==> src/rtl/move_sequencer.sv <==
// Turn controller between the X and O move sources and the GameState board block.
// It pre-checks squares, strobes moves, reads back GameStatus, and sequences clears and timeouts.
module move_sequencer #(
    parameter bit FIRST_PLAYER = 1'b1,
    parameter int CLR_CYCLES   = 2,
    parameter int MOVE_TIMEOUT = 0
) (
    input  logic       clk,
    input  logic       rst,
    input  logic       new_game,
    input  logic       x_req,
    input  logic [3:0] x_pos,
    input  logic       o_req,
    input  logic [3:0] o_pos,
    input  logic [8:0] X_state,
    input  logic [8:0] O_state,
    input  logic [2:0] GameStatus,
    output logic       gs_rst,
    output logic       move,
    output logic       player,
    output logic [3:0] nextMove,
    output logic       turn,
    output logic       x_ack,
    output logic       x_nack,
    output logic       o_ack,
    output logic       o_nack,
    output logic       game_over,
    output logic [1:0] winner,
    output logic       timeout
);
    localparam int CW = (CLR_CYCLES > 1) ? $clog2(CLR_CYCLES) : 1;
    localparam int TW = (MOVE_TIMEOUT > 0) ? $clog2(MOVE_TIMEOUT + 1) : 1;
    localparam logic [CW-1:0] CLR_LAST = CW'(CLR_CYCLES - 1);
    localparam logic [TW-1:0] TMO_LAST = (MOVE_TIMEOUT > 0) ? TW'(MOVE_TIMEOUT - 1) : '0;
    localparam bit TMO_EN = (MOVE_TIMEOUT > 0);

    typedef enum logic [2:0] {CLEAR, WAIT_REQ, ISSUE, SETTLE, CHECK, OVER} state_t;

    state_t          state, state_nxt;
    logic [CW-1:0]   clr_cnt;
    logic [TW-1:0]   tmo_cnt;
    logic            chk_play_q, chk_end_q;
    logic            cur_req, pos_ok, accept, reject, tmo_hit, clr_done, st_play, st_end;
    logic [3:0]      cur_pos;
    logic [15:0]     occ16;

    function automatic logic [TW-1:0] sat_inc(input logic [TW-1:0] v);
        return (v == TMO_LAST) ? v : v + 1'b1;
    endfunction

    // Squares 9..15 read as occupied so an out-of-range position is rejected by the same test.
    assign cur_req  = turn ? x_req : o_req;
    assign cur_pos  = turn ? x_pos : o_pos;
    assign occ16    = {7'h7f, X_state | O_state};
    assign pos_ok   = !occ16[cur_pos];
    assign accept   = (state == WAIT_REQ) && cur_req && pos_ok;
    assign reject   = (state == WAIT_REQ) && cur_req && !pos_ok;
    assign tmo_hit  = TMO_EN && (state == WAIT_REQ) && !accept && (tmo_cnt == TMO_LAST);
    assign clr_done = (clr_cnt == CLR_LAST);
    assign st_play  = (GameStatus == 3'b000);
    assign st_end   = !GameStatus[2] && (GameStatus[1:0] != 2'b00);

    always_ff @(posedge clk or negedge rst) begin
        if (!rst) state <= CLEAR;
        else      state <= state_nxt;
    end

    always_comb begin
        state_nxt = state;
        if (new_game) begin
            state_nxt = CLEAR;
        end else begin
            case (state)
                CLEAR:    if (clr_done) state_nxt = WAIT_REQ;
                WAIT_REQ: if (accept) state_nxt = ISSUE;
                ISSUE:    state_nxt = SETTLE;
                SETTLE:   state_nxt = CHECK;
                CHECK:    state_nxt = chk_end_q ? OVER : WAIT_REQ;
                OVER:     state_nxt = OVER;
                default:  state_nxt = CLEAR;
            endcase
        end
    end

    // GameStatus is sampled on the edge leaving SETTLE so the response is visible during CHECK.
    always_ff @(posedge clk or negedge rst) begin
        if (!rst) begin
            gs_rst     <= 1'b1;
            move       <= 1'b0;
            player     <= FIRST_PLAYER;
            nextMove   <= 4'd0;
            turn       <= FIRST_PLAYER;
            x_ack      <= 1'b0;
            x_nack     <= 1'b0;
            o_ack      <= 1'b0;
            o_nack     <= 1'b0;
            game_over  <= 1'b0;
            winner     <= 2'b00;
            timeout    <= 1'b0;
            clr_cnt    <= '0;
            tmo_cnt    <= '0;
            chk_play_q <= 1'b0;
            chk_end_q  <= 1'b0;
        end else begin
            move    <= 1'b0;
            x_ack   <= 1'b0;
            x_nack  <= 1'b0;
            o_ack   <= 1'b0;
            o_nack  <= 1'b0;
            timeout <= 1'b0;
            if (new_game) begin
                gs_rst    <= 1'b1;
                clr_cnt   <= '0;
                tmo_cnt   <= '0;
                turn      <= FIRST_PLAYER;
                game_over <= 1'b0;
                winner    <= 2'b00;
            end else begin
                case (state)
                    CLEAR: begin
                        turn      <= FIRST_PLAYER;
                        game_over <= 1'b0;
                        winner    <= 2'b00;
                        tmo_cnt   <= '0;
                        if (clr_done) begin
                            gs_rst  <= 1'b0;
                            clr_cnt <= '0;
                        end else begin
                            clr_cnt <= clr_cnt + 1'b1;
                        end
                    end
                    WAIT_REQ: begin
                        if (accept) begin
                            move     <= 1'b1;
                            player   <= turn;
                            nextMove <= cur_pos;
                            tmo_cnt  <= '0;
                        end else begin
                            if (reject) begin
                                x_nack <= turn;
                                o_nack <= !turn;
                            end
                            if (tmo_hit) begin
                                timeout <= 1'b1;
                                turn    <= !turn;
                                tmo_cnt <= '0;
                            end else begin
                                tmo_cnt <= sat_inc(tmo_cnt);
                            end
                        end
                    end
                    SETTLE: begin
                        chk_play_q <= st_play;
                        chk_end_q  <= st_end;
                        if (st_play || st_end) begin
                            x_ack <= turn;
                            o_ack <= !turn;
                        end else begin
                            x_nack <= turn;
                            o_nack <= !turn;
                        end
                        if (st_end) begin
                            winner    <= GameStatus[1:0];
                            game_over <= 1'b1;
                        end
                    end
                    CHECK: begin
                        if (chk_play_q) begin
                            turn    <= !turn;
                            tmo_cnt <= '0;
                        end
                    end
                    default: begin
                    end
                endcase
            end
        end
    end
endmodule
==> config.mk <==
export PLATFORM = sky130hd
export DESIGN_NAME = move_sequencer
export DESIGN_NICKNAME = d
export VERILOG_FILES = /design/src/rtl/move_sequencer.sv
export SDC_FILE = /design/constraint.sdc
export NUM_CORES = 1
export LEC_CHECK = 0
export ABC_CLOCK_PERIOD_IN_PS = 6600
export BUFFER_PORTS_ARGS = -buffer_cell sky130_fd_sc_hd__buf_2
export CORE_MARGIN = 4
export CORE_UTILIZATION = 45
export DETAILED_ROUTE_END_ITERATION = 7
export MAX_ROUTING_LAYER = met4
export PLACE_DENSITY_LB_ADDON = 0.1
export RECOVER_POWER = 25
export SLEW_MARGIN = 0
export SYNTH_ARGS = -nofsm -noshare
export SYNTH_HDL_FRONTEND = slang
export SYNTH_SLANG_ARGS = --single-unit
export TNS_END_PERCENT = 50
==> constraint.sdc <==
create_clock -name clk -period 6.6 [get_ports clk]
set_input_delay 1.32 -clock clk [delete_from_list [all_inputs] [get_ports clk]]
set_output_delay 1.32 -clock clk [all_outputs]
set_load 0.02 [all_outputs]
======== Word level (Yosys, flattened, before mapping) ========
Index checks and enable logic that the tools add are counted.
storage, ports and cells
  register bits ........................... 21
  bits in latches ......................... 0
  bits in writable memories ............... 0
  ROM bits ................................ 0
  output and inout bits ................... 16
  word-level logic and storage cells ...... 92
  memories kept ........................... 0
cells by class
  $add $sub $neg .......................... 1
  multipliers ............................. 0
  div/mod/pow operators ................... 0
  magnitude comparators ................... 1
  equality and inequality tests ........... 9
  shift-type cells ........................ 0
  mux-type cells .......................... 43
  bitwise logic cells ..................... 2
  reductions and logical operators ........ 21
operator list
  operator               count
  $mux W1                29
  $pmux W3 S6            1
  $mux W3                4
  $ne A3 B3 Y1 const B   4
  $reduce_and A2 Y1      5
  $or A9 B9 Y9           1
  $pmux W1 S2            4
  $eq A3 B2 Y1 const B   2
  $eq A3 B3 Y1 const B   2
  $logic_not A3 Y1       2
  $reduce_bool A2 Y1     3
  $reduce_bool A3 Y1     2
  $lt A4 B5 Y1 const B   1
  $bmux W1 S4            1
  $logic_and A1 B1 Y1    4
  $mux W2                2
  $mux W4                1
  $pmux W2 S2            1
  $eq A3 B1 Y1 const B   1
  $logic_not A1 Y1       3
  $reduce_and A3 Y1      1
  $add A1 B1 Y1 const B  1
  $logic_or A1 B1 Y1     1
  $not A1 Y1             1

======== Longest topological paths before layout ========
  depth after elaboration ................. 8
  gate-level depth with buffers ........... 6

======== Least setup slack after synthesis ========
OpenSTA, ideal clock, no wires.
  kind .................................... input to register
  start point ............................. input port o_pos[1]
  end point ............................... register nextMove[0]
  arrival time ............................ 2.786 ns
  setup slack ............................. 3.689 ns
  stages on the path ...................... 5
  path buffers ............................ 0
  cell sequence ........................... mux2_4 > o41a_1 > nor4_4 > a21oi_2 > mux2_4
on the way
  word-level cells in the longest chain between the ends .. 6
RTL lines
  element                        line  source
  start, declared                14    input logic [3:0] o_pos,
  $mux W4                        53    assign cur_pos = turn ? x_pos : o_pos;
  $bmux W1 S4                    55    assign pos_ok = !occ16[cur_pos];
  $mux W1 (implied by the code)  55
  $logic_not A1 Y1               55
  $logic_and A1 B1 Y1            56    assign accept = (state == WAIT_REQ) && cur_req && pos_ok;
  $reduce_and A3 Y1 (no line)    -
  end signal, assigned           136   nextMove <= cur_pos;
  end, declared                  21    output logic [3:0] nextMove,
Every way passes these cells. The select of a mux whose other input is x is not followed.
A chain may end at the register's enable or synchronous reset.

======== Worst setup path after layout ========
Same ends and word-level chain as after synthesis.

==> flow_summary.ini <==
[status]
status = completed

[final_layout]
drive_above_1_share_pct = 42.8
multiInputGateArea_um2 = 596
largest_registers = nextMove: 4 flops, state: 3 flops, winner: 2 flops
nets = 201
area_delta_synth_final_pct = 24.2
largest_register_ff_count = 4
layout.area.seq_um2 = 529
fill_cells = 238
fin_area_um2 = 1450
largest-register = nextMove
num_antenna_cells = 0
layout.core_utilization_pct = 58.3

[global_routing]
grt_max_degree = 22
grt_remaining_overflow = 0
via_count_of_the_first_global_routing_pass = 1037
antenna_found_initial = 0
total_global_route_track_usage_pct = 17.3
grt_first_pass_wirelength_um = 4490

[synth]
ys_warn_count = 0
netlist-cell-type-count = 38
synthesis.area_um2 = 1160
synthArstFlopShare_pct = 100
synth.avg_cell_area_um2 = 9.86
synth_seq_cells = 21
synthesis.nets = 152
ys.flop_type = sky130_fd_sc_hd__dfrtp_1
post_synth_inst_count = 118
yosysSeqAreaShare_pct = 45.5
number_of_flops_mapped_to_enable_cells_by_yosys = 0

[job]
maxCapViolCount = 0

[power_and_ir_drop]
pwr-share-clk_pct = 18.8
p_leak_nw = 0.752
report.power.total_mw = 0.323
power_report.internal_total_mw = 0.219
pwr-share-seq_pct = 49.9
power_per_cell_area_nw_per_um2 = 224
total_switching_power_mw = 0.104
power.share.switching_pct = 32.2
power_frac_comb_pct = 31.3
ir_drop_mv = 0.142

[clock_tree]
tritoncts = built
postCtsHoldBufs = 0
clock_tree.root_cell = sky130_fd_sc_hd__clkbuf_4
clock_latency_ns = 0.30
post_cts_resized = 0
post_cts_buffers = 0
cts.sinks = 21
htree_num_levels = 1
clk_pin_slew_ns = 0.11
numCtsBuffers = 3
cts.path.max_buffers = 2

[worst_setup_path]
data_required_time_of_the_critical_path_ns = 6.80
start_kind = input pin
timing.critical_path.to_type = flop
r2r-end = nextMove[0]
setup.reg_to_reg.worst_slack_ns = 4.13
regToRegStartpoint = turn
critPathArrivalTime_ns = 2.98
critPathKind = input pin to flop
critical_path.max_fanout = 7
ff2ff_path_depth = 5

[die]
floorplan.io_pins = 50
fp.dieW_um = 58.9
rows = 18
die-area_um2 = 3460
die_h_um = 58.9
initial_utilization_pct = 47.0
design.core.area_um2 = 2480

[placement]
placedInstanceArea_um2 = 1420
detailedPlace.worstSlack_ns = 3.49
place_hpwl_um = 2020
io_buffers = 48
place.gp.congestion = 0.815

[timing]
final.setup.tns_ns = 0
period_share_pct = 42.2
number_of_setup_violations_in_the_final_report = 0
hold_violations = 0
report.final.slew_viol_count = 0
final.min_clock_period_ns = 2.78
rsz0062_at_grt = no
setup_slack_ns = 3.82
fmaxAchievable_ghz = 0.359
finalClockSkew_ns = 0.00534
maxSlewHeadroom_pct = 24.8
max_slew.worst_pin.slew_ns = 1.13

[worst_hold_path]
hold_start = gs_rst
hold_path_depth = 2
worstHoldPathType = flop to flop
timing.hold.worst_endpoint = gs_rst

[drt]
drcViolationCount = 0
detail-route-antenna-nets = 0
firstDrtPassIters = 4
post_route_wl_um = 2540
route.detailed.wl_per_inst_um = 13.0
via_count_normalized_by_instance_count = 5.16
num_vias = 1011
detail_route.iter0.violations = 32
[per-stage QoR]
step	cells	hold WS (ns)
6_report	196	0.470
5_1_grt	196	0.496
4_1_cts	196	0.471
3_5_place_dp	192	0.447
3_3_place_gp	192	0.447
2_1_floorplan	118	0.446
[power groups by stage]
stage | sequential, mW | clock (mW) | combinational (mW)
finish | 0.161 | 0.0607 | 0.101
detailed placement | 0.164 | 0 | 0.101
global route | 0.164 | 0.0674 | 0.113
global placement | 0.164 | 0 | 0.0998
floorplan | 0.172 | 0 | 0.0601
CTS | 0.161 | 0.0629 | 0.102
[Yosys cell counts (all sizes together) (2+ instances only)]
| cell type | number | area, um2 |
|---|---|---|
| dfstp | 3 | 78.8 |
| o21ba | 2 | 20.0 |
| nand2 | 16 | 60.1 |
| clkbuf | 2 | 7.51 |
| nor3b | 2 | 15.0 |
| a21oi | 8 | 43.8 |
| nor4 | 2 | 27.5 |
| a21o | 2 | 15.0 |
| or2 | 6 | 37.5 |
| nor2 | 13 | 48.8 |
| nor3 | 2 | 10.0 |
| o21ai | 4 | 20.0 |
| dfrtp | 18 | 450 |
| nand2b | 2 | 12.5 |
| buf | 2 | 12.5 |
| nand3 | 3 | 15.0 |
| mux2 | 8 | 109 |
| a211oi | 3 | 22.5 |
| inv | 5 | 18.8 |
[cell type report]
type                            count  area share (%)
Multi-Input combinational cell     88            41.2
Sequential cell                    21            36.6
Timing Repair Buffer               48            16.5
Tap cell                           30            2.60
Clock buffer                        4            1.82
Inverter                            5            1.30
[cells by family (layout without fill, tap and decap cells)]
logic type	after synthesis	after routing	synth area share, %
AOI/OAI and AO/OA	28	28	17.4
xor gates and xnor gates	1	1	0.753
buffers and inverters	9	57	3.33
DFF	21	21	45.5
muxes	10	10	12.2
other	1	1	0.322
and+or+nand+nor	48	48	20.5
[worst max-delay path by stage]
| stage | startpoint | end | slack [ns] | depth (start not counted) |
|---|---|---|---|---|
| finish | o_pos[1] | nextMove[0] | 3.82 | 6 |
| global route | new_game | nextMove[0] | 3.74 | 6 |
| floorplan | o_pos[1] | nextMove[0] | 3.69 | 5 |
| global placement | o_pos[1] | nextMove[3] | 3.54 | 6 |
| detailed placement | o_pos[1] | nextMove[0] | 3.49 | 6 |
| CTS | o_pos[1] | nextMove[0] | 3.82 | 6 |
[per-layer routing]
metal / part of all wire, % / vias to the layer above / track usage [%]
li1: - / 511 / -
met1: 48 / 458 / 23.1
met2: 42 / 38 / 26.0
met3: 8.1 / 4 / 3.95
met4: 1.2 / 0 / 5.83
met5: 0 / - / -
[critical path, cell delays in order]
cell                      delay [ns]
sky130_fd_sc_hd__buf_2          0.10
sky130_fd_sc_hd__mux2_4         0.31
sky130_fd_sc_hd__o41a_1         0.47
sky130_fd_sc_hd__nor4_4         0.34
sky130_fd_sc_hd__a21oi_2        0.13
sky130_fd_sc_hd__mux2_4         0.32
[cell usage in the layout (no fill, tap or decap), types with 3 or more instances in the layout]
| cell | count |
|---|---|
| sky130_fd_sc_hd__buf_2 | 46 |
| sky130_fd_sc_hd__dfrtp_1 | 18 |
| sky130_fd_sc_hd__nand2_1 | 16 |
| sky130_fd_sc_hd__nor2_1 | 13 |
| sky130_fd_sc_hd__a21oi_1 | 7 |
| sky130_fd_sc_hd__or2_2 | 6 |
| sky130_fd_sc_hd__mux2_4 | 5 |
| sky130_fd_sc_hd__inv_1 | 5 |
| sky130_fd_sc_hd__o21ai_0 | 4 |
| sky130_fd_sc_hd__mux2_2 | 3 |
| sky130_fd_sc_hd__nand3_1 | 3 |
| sky130_fd_sc_hd__a211oi_1 | 3 |
| sky130_fd_sc_hd__clkbuf_4 | 3 |
| sky130_fd_sc_hd__clkbuf_1 | 3 |
| sky130_fd_sc_hd__dfstp_2 | 3 |
No activity file was read; power rests on OpenSTA's default activity.
